File: src/rtl/mapper_tx_wifi.sv
// WiFi transmit constellation mapper: serial bits in, 12-bit signed I/Q out.
// Bits are collected LSB-first (b0 first) into a small shift register and
// mapped with the 802.11a Gray tables once a symbol is complete or last_in
// closes it early (missing high bits read as zero).
// Optional build macro: MAPPER_NORM_EN selects unit-average-energy levels
// (1.0 = 1024) instead of the raw 256/768 grid.
module mapper_tx_wifi #(
  parameter int MAPPER = 2
) (
  input  logic        clk,
  input  logic        reset,
  input  logic        valid_in,
  input  logic        data_in,
  input  logic        last_in,
  output logic        valid_out,
  output logic [11:0] data_out_real,
  output logic [11:0] data_out_imag,
  output logic        busy
);

  // Unsupported orders fall back to BPSK.
  localparam int K = (MAPPER == 16) ? 4 : (MAPPER == 4) ? 2 : 1;

`ifdef MAPPER_NORM_EN
  localparam logic signed [11:0] LVL_P  = (K == 2) ? 12'sd724 : 12'sd1024;
  localparam logic signed [11:0] LVL_L1 = 12'sd324;
  localparam logic signed [11:0] LVL_L3 = 12'sd971;
`else
  localparam logic signed [11:0] LVL_P  = 12'sd256;
  localparam logic signed [11:0] LVL_L1 = 12'sd256;
  localparam logic signed [11:0] LVL_L3 = 12'sd768;
`endif

  logic [1:0]  cnt_q, cnt_d;
  logic [3:0]  sh_q, sh_d;
  logic        vout_q, vout_d;
  logic [11:0] re_q, re_d;
  logic [11:0] im_q, im_d;
  logic [3:0]  bits;
  logic        done;

  // Gray-coded 4-PAM: first bit picks the sign, second bit picks inner level.
  function automatic logic [11:0] pam4(input logic sgn, input logic inner);
    logic signed [11:0] mag;
    mag = inner ? LVL_L1 : LVL_L3;
    return sgn ? mag : -mag;
  endfunction

  function automatic logic [11:0] bpsk(input logic b);
    return b ? LVL_P : -LVL_P;
  endfunction

  // Bit collection, symbol completion and sample mapping.
  always_comb begin
    bits = sh_q;
    if (valid_in) bits[cnt_q] = data_in;
    done   = valid_in && ((cnt_q == 2'(K - 1)) || last_in);
    cnt_d  = cnt_q;
    sh_d   = sh_q;
    vout_d = done;
    re_d   = re_q;
    im_d   = im_q;
    if (done) begin
      cnt_d = 2'd0;
      sh_d  = 4'd0;
      case (K)
        4: begin
          re_d = pam4(bits[0], bits[1]);
          im_d = pam4(bits[2], bits[3]);
        end
        2: begin
          re_d = bpsk(bits[0]);
          im_d = bpsk(bits[1]);
        end
        default: begin
          re_d = bpsk(bits[0]);
          im_d = 12'd0;
        end
      endcase
    end else if (valid_in) begin
      cnt_d = 2'(cnt_q + 2'd1);
      sh_d  = bits;
    end
  end

  // State and output registers; reset discards any partial symbol.
  always_ff @(posedge clk or negedge reset) begin
    if (!reset) begin
      cnt_q  <= 2'd0;
      sh_q   <= 4'd0;
      vout_q <= 1'b0;
      re_q   <= 12'd0;
      im_q   <= 12'd0;
    end else begin
      cnt_q  <= cnt_d;
      sh_q   <= sh_d;
      vout_q <= vout_d;
      re_q   <= re_d;
      im_q   <= im_d;
    end
  end

  // Output drive straight from registers.
  always_comb begin
    valid_out     = vout_q;
    data_out_real = re_q;
    data_out_imag = im_q;
    busy          = (cnt_q != 2'd0);
  end

endmodule

File: config.mk
export PLATFORM = sky130hd
export DESIGN_NAME = mapper_tx_wifi
export DESIGN_NICKNAME = d
export VERILOG_FILES = /design/src/rtl/mapper_tx_wifi.sv
export SDC_FILE = /design/constraint.sdc
export NUM_CORES = 1
export LEC_CHECK = 0
export ABC_AREA = 1
export BUFFER_PORTS_ARGS = -buffer_cell sky130_fd_sc_hd__buf_4
export CORE_AREA = 2 2 39 41
export DETAILED_ROUTE_END_ITERATION = 12
export DIE_AREA = 0 0 41 43
export PLACE_DENSITY = 0.66
export RECOVER_POWER = 25
export SYNTH_ARGS = -nofsm -noshare
export SYNTH_HDL_FRONTEND = slang
export SYNTH_SLANG_ARGS = --single-unit
export TNS_END_PERCENT = 30
File: constraint.sdc
create_clock -name clk -period 2.1 [get_ports clk]
set_clock_uncertainty 0.15 [all_clocks]
set_input_delay 0.525 -clock clk [delete_from_list [all_inputs] [get_ports clk]]
set_output_delay 0.525 -clock clk [all_outputs]
set_load 0.01 [all_outputs]
; ---- Word level (Yosys, flattened, before mapping)
; Cells that the tools add are included.
[classes]
add_sub_neg = 1
mul = 0
div_mod_pow = 0
n_lt_le_gt_ge = 2
n_eq_ne = 0
shifts = 0
mux = 9
bitwise_logic = 0
reduce_logical = 6
[ops]
columns = operator, count
row1 = 2-to-1 mux 12 bit, 1
row2 = 2-to-1 mux 4 bit, 3
row3 = bitwise mux 4 bit, 1
row4 = 2-to-1 mux 2 bit, 2
row5 = nonzero test 2 bit, 2
row6 = "< comparator 2 x 3 -> 1 bit, second input constant", 1
row7 = "adder 2 x 1 -> 2 bit, second input constant", 1
row8 = demux 1 bit (select 2 bit), 1
row9 = ">= comparator 2 x 1 -> 1 bit, second input constant", 1
row10 = logical AND 1 bit, 2
row11 = logical NOT 2 bit, 1
row12 = logical OR 1 bit, 1
row13 = 2-to-1 mux 1 bit, 1
[totals]
reg_bits = 19
latch_bits = 0
ram_bits = 0
romBits = 0
mem_count = 0

; ---- Depth between registers and ports, before layout
; Gate-level depths: netlist of the first run.
[depth]
word_depth = 8
ltp_mapped = 7
ltp_nobuf = 7

; ---- Worst setup path before layout of the first run
; OpenSTA, ideal clock, no wires.
[synth_path]
path_kind = register to output
from = reg cnt_q[0]
to = out busy
t_arrival_ps = 689
required_time_ps = 1425
slack_ps = 736
stages_incl_launch_ff = 4
path_buffers = 0
path_cell_list = dfrtp_1 -> inv_1 -> ha_1 -> inv_1
[synth_between]
elab_chain_cells = 1
[synth_rtl]
columns = item, line
row1 = "start, declared", 34  ; logic [1:0] cnt_q, cnt_d;
row2 = "start signal, assigned", 95  ; cnt_q <= cnt_d;
row3 = nonzero test 2 bit, 108  ; busy = (cnt_q != 2'd0);
row4 = "end, declared", 18  ; output logic busy
; No other way between the ends.

; ---- Worst setup path after layout of the first run
; Ends and elaborated chain as after synthesis.

==> results of run 1 <==
[cells by family after synthesis]
kind of cell | synth area share
buffers and inverters | 0.434
other | 0.00866
flip-flops | 0.347
adder cells (fa/ha/maj) | 0.0289
AND/OR/NAND/NOR | 0.171
AO/OA/AOI/OAI | 0.0115
[sequential cells by signal (all words and copies together), names as in the netlist]
name,cells
cnt_q,2
data_out_real,2
sh_q,1
valid_out,1
[routing by layer]
| layer | vias to the layer above | wire, um | global-route usage |
|---|---|---|---|
| met5 | - | 0 | 0 |
| li1 | 137 | - | - |
| met3 | 0 | 65 | 0.0314 |
| met1 | 113 | 237 | 0.104 |
| met2 | 16 | 266 | 0.0781 |
| met4 | 0 | 0 | 0.0600 |
[synth_stat cells]
| master | count |
|---|---|
| nand4_1 | 2 |
| or2_1 | 1 |
| dfrtp_1 | 6 |
| nand3_1 | 2 |
| inv_1 | 6 |
| buf_4 | 22 |
| o21ai_0 | 1 |
| nand2_2 | 2 |
| or2_2 | 1 |
| nand2_1 | 6 |
| ha_1 | 1 |
| nor2_1 | 1 |
| conb_1 | 1 |
[worst paths after layout]
path                                       start           endpoint  slack, ns  cells past startpoint
worst max register to register          cnt_q[0]   data_out_real[8]       0.86                      5
min in group asynchronous                  reset  data_out_real[10]       0.54                      2
worst max-delay path                    cnt_q[0]               busy       0.31                      4
worst min register to register  data_out_real[8]   data_out_real[8]       0.32                      1
worst min-delay path            data_out_real[8]   data_out_real[8]       0.32                      1
max in group asynchronous                  reset           cnt_q[1]       1.03                      2
[power by group through the flow]
| stage | clock network (mW) | registers [mW] | logic [mW] |
|---|---|---|---|
| global placement | 0 | 0.126 | 0.0532 |
| floorplan | 0 | 0.127 | 0.0619 |
| CTS | 0.112 | 0.124 | 0.0550 |
| finish | 0.103 | 0.124 | 0.0542 |
| detailed placement | 0 | 0.126 | 0.0534 |
| global route | 0.118 | 0.124 | 0.0610 |
[critical path: stages (launching register included)]
cell	delay, ns
dfrtp_1	0.35
inv_1	0.08
ha_1	0.21
inv_1	0.09
buf_4	0.15
[what timing repair did]
item	4_1_cts	5_1_grt
hold buffers	1	0
endpoints found under the hold margin	6	0
gates resized for setup	0	0
[per-stage QoR]
stage                     instances   util
after global routing             79  0.335
after global placement           75  0.314
after detailed placement         75  0.314
after floorplan                  71      -
final                            79  0.335
after CTS                        79  0.337
[cell type report]
class | instances | area [um^2] | area share
Inverter | 6 | 22.5 | 0.0486
Clock buffer | 3 | 22.5 | 0.0486
Sequential cell | 6 | 150 | 0.324
Multi-Input combinational cell | 37 | 166 | 0.359
Tap cell | 16 | 20.0 | 0.0432
Timing Repair Buffer | 11 | 81.3 | 0.176
==> metrics, run 1 <==
GRT Util Overall=0.0722; Initial Util=0.313; CTS buffer count=3; gr ovfl total=0; top area cells in the synthesized netlist=buf_4 38%, dfrtp_1 35%, inv_1 5.2%; clock-pin slew of the registers on the worst-case setup and hold paths=0.04 ns; Seq pwr share=0.441; Hold WS=0.322 ns; postcts setup bufs=0; Placement Cell Area=434 um^2; Net Sw Power=76.2 uW; fill cell count=161; endpoints failing hold=0; final setup vio count=0; 1st-pass router iterations=2; RSZ-0062 raised after global routing=no; final net count=71; WL per Instance=7.20 um; pwr dens=607 nW/um^2; post-synthesis average cell area=8.33 um^2; vias in the first global route=209; gpl congestion=0.585; Starting DRT DRC Count=2; Period Utilization, post-route=0.852; Synth cell types=13; via count=266; cell count after synthesis=52; die area=1760 um^2; Yosys top cell area share=0.382; Synth warnings=0; Power, Total=281 uW; final setup TNS=0 ns; most frequent cells in the layout=20 x conb_1, 9 x buf_4, 6 x inv_1, 6 x nand2_1, 6 x dfrtp_1; die height=43 um; clk_lat worst skew=0.24 ns; Sw Share=0.271; synthesis-to-finish area growth=6.94%; fmax=559 MHz; drt drc=0; largest area contributor in the netlist=buf_4; Final Max Slew Viols=0; H-tree depth=1; Worst EP arrival=1.11 ns; Worst Setup End Kind=output pin; sequential-to-total area share from yosys stat=0.347; FF+latch count, synth=6; clock power share=0.366; first-pass GRT wire length=807 um; die width=41 um; clk buf depth=2; Root Driver=clkbuf_4; commonest non-fill, non-tap cell in the layout=conb_1; WL final=569 um; antenna diode instance count=0; Post-DRT Antenna Nets=0; Final min period=1.79 ns; site row count=14; number of max-cap violations=0; antenna violations before repair=0; final instance area=463 um^2; Pleak=0.271 nW; Logic pwr share=0.193; worst-path maximum fanout=3; largest net degree at the start of global routing=8; HPWL after DPL=454 um; Startpoint Class=register; critical path class=reg -> out; Internal=205 uW; final worst slack=0.310 ns; CTS Sinks=6; total core area=1380 um^2; post-DR vias/cell=3.37; Mapped Area=433 um^2; VDD IR-drop max=0.215 mV; TritonCTS clock tree=built; IO Pins=31; I/O Buffers=10; share of layout cells above drive strength 1=0.238; Place WS=0.555 ns; CP required=1.42 ns; status=complete, no violations; HP Class=reg -> reg
(Power assumes the default switching activity.)
==> run 2, diff against run 1 <==
SETUP_SLACK_MARGIN = 0.5   (was default)
clock period = 1.9 ns   (was 2.1 ns; I/O delays follow)
==> run 2 against run 1 <==
Effect of this change:
- global-route usage increased by 1.2 points
- power grew 9.7%
- non-clock buffer count rose by 3
- hold slack got worse by 0.0015 ns
- setup slack improved by 0.0061 ns
- core utilization is 2.8 points higher
- largest power group unchanged
- wire length up 15%
- combinational power is 11% higher
- highest routed layer unchanged
==> metrics, run 2 (same netlist as run 1, synthesis figures left out) <==
clk_lat worst skew=0.24 ns; drt drc=0; pwr dens=614 nW/um^2; Worst Setup SP=cnt_q[1]; HP Class=reg -> reg; final setup TNS=0 ns; final instance area=502 um^2; Critical R2R Launch=cnt_q[1]; most frequent cells in the layout=20 x conb_1, 11 x buf_4, 6 x nand2_1, 6 x dfrtp_1; WL final=654 um; antenna violations before repair=0; number of max-cap violations=0; Hold WS=0.321 ns; Critical Path Sink=busy; die height=43 um; RSZ-0062 raised after global routing=yes; Reg area=150 um^2; R2R Setup Slk=0.61 ns; 1st-pass router iterations=2; Placement Cell Area=434 um^2; post-DR vias/cell=3.60; synthesis-to-finish area growth=15.9%; HPWL after DPL=469 um; CTS Sinks=6; clock-pin slew of the registers on the worst-case setup and hold paths=0.04 ns; share of layout cells above drive strength 1=0.333; Final min period=1.58 ns; Initial Util=0.313; vias in the first global route=233; Starting DRT DRC Count=2; fill cell count=150; site row count=14; H-tree depth=1; worst-path maximum fanout=2; IO Pins=31; CTS buffer count=3; VDD IR-drop max=0.275 mV; Worst EP arrival=0.96 ns; endpoints failing hold=0; capturing point of the worst reg2reg path=data_out_real[8]; final setup vio count=0; CP required=1.27 ns; die area=1760 um^2; first-pass GRT wire length=917 um; Startpoint Class=register; reg2reg path depth=6; Final Max Slew Viols=0; area of the multi-input gates=179 um^2; Root Driver=clkbuf_4; critical path class=reg -> out; gr ovfl total=0; fmax=631 MHz; Period Utilization, post-route=0.834; Power, Total=308 uW; gpl congestion=0.578; clk buf depth=2; GRT Util Overall=0.0843; TritonCTS clock tree=built; antenna diode instance count=0; total core area=1380 um^2; final net count=74; I/O Buffers=10; status=complete, no violations; Worst Setup End Kind=output pin; Post-DRT Antenna Nets=0; die width=41 um; commonest non-fill, non-tap cell in the layout=conb_1; largest net degree at the start of global routing=8; WL per Instance=7.98 um; Pleak=0.285 nW; via count=295
==> run 2: cell count changes in the layout (fill, tap and decap cells not counted) <==
cell and change:
buf_4 +2, inv_2 +3, ha_4 +1, inv_1 -3
ha_1 -1, buf_6 +1
==> run 2: power by group <==
group / leakage [nW] / internal, mW / total, mW / switching (mW)
combinational: 0.198 / 0.0213 / 0.0601 / 0.0388
clock: 0.0138 / 0.0710 / 0.111 / 0.0399
sequential: 0.0728 / 0.134 / 0.137 / 0.00326
==> run 2: metal layers <==
layer  global-route usage  part of all wire  vias to the layer above
met5                    0                 0                        -
met4               0.0800                 0                        0
met3               0.0471              0.12                        0
met2                0.103              0.50                       16
met1               0.0967              0.38                      133
li1                     -                 -                      146
==> run 2: timing repair <==
action,CTS,global route
hold buffers,1,0
pin swaps,1,0
setup buffers,2,1
resized for setup,4,2
endpoints found under the hold margin,6,0
endpoints found under the setup margin,4,5
==> run 2: worst min path at each step <==
stage	startpoint	end	slack, ns	cells past startpoint
final	data_out_real[8]	data_out_real[8]	0.32	1
after detailed placement	reset	data_out_real[10]	0.13	1
after global routing	valid_in	cnt_q[1]	0.34	2
after floorplan	reset	cnt_q[0]	0.03	0
after CTS	data_out_real[8]	data_out_real[8]	0.32	1
after global placement	reset	data_out_real[10]	0.13	1
==> run 2: critical path: stages, from the launching register on <==
cell and delay (ns):
dfrtp_1 0.36, inv_2 0.08, ha_4 0.14, inv_2 0.04, buf_6 0.11
==> run 2: area by class of cell <==
cell class              count  area share
multi-input cells          37       0.357
flip-flops and latches      6       0.299
repair buffers             14       0.214
clock buffers               3      0.0449
inverters                   6      0.0449
well taps                  16      0.0399
==> run 2: through the flow <==
step / utilization / setup slack, ns / cells
2_1_floorplan: - / 0.586 / 71
3_3_place_gp: 0.314 / 0.451 / 75
3_5_place_dp: 0.314 / 0.416 / 75
4_1_cts: 0.353 / 0.278 / 81
5_1_grt: 0.363 / 0.279 / 82
6_report: 0.363 / 0.316 / 82
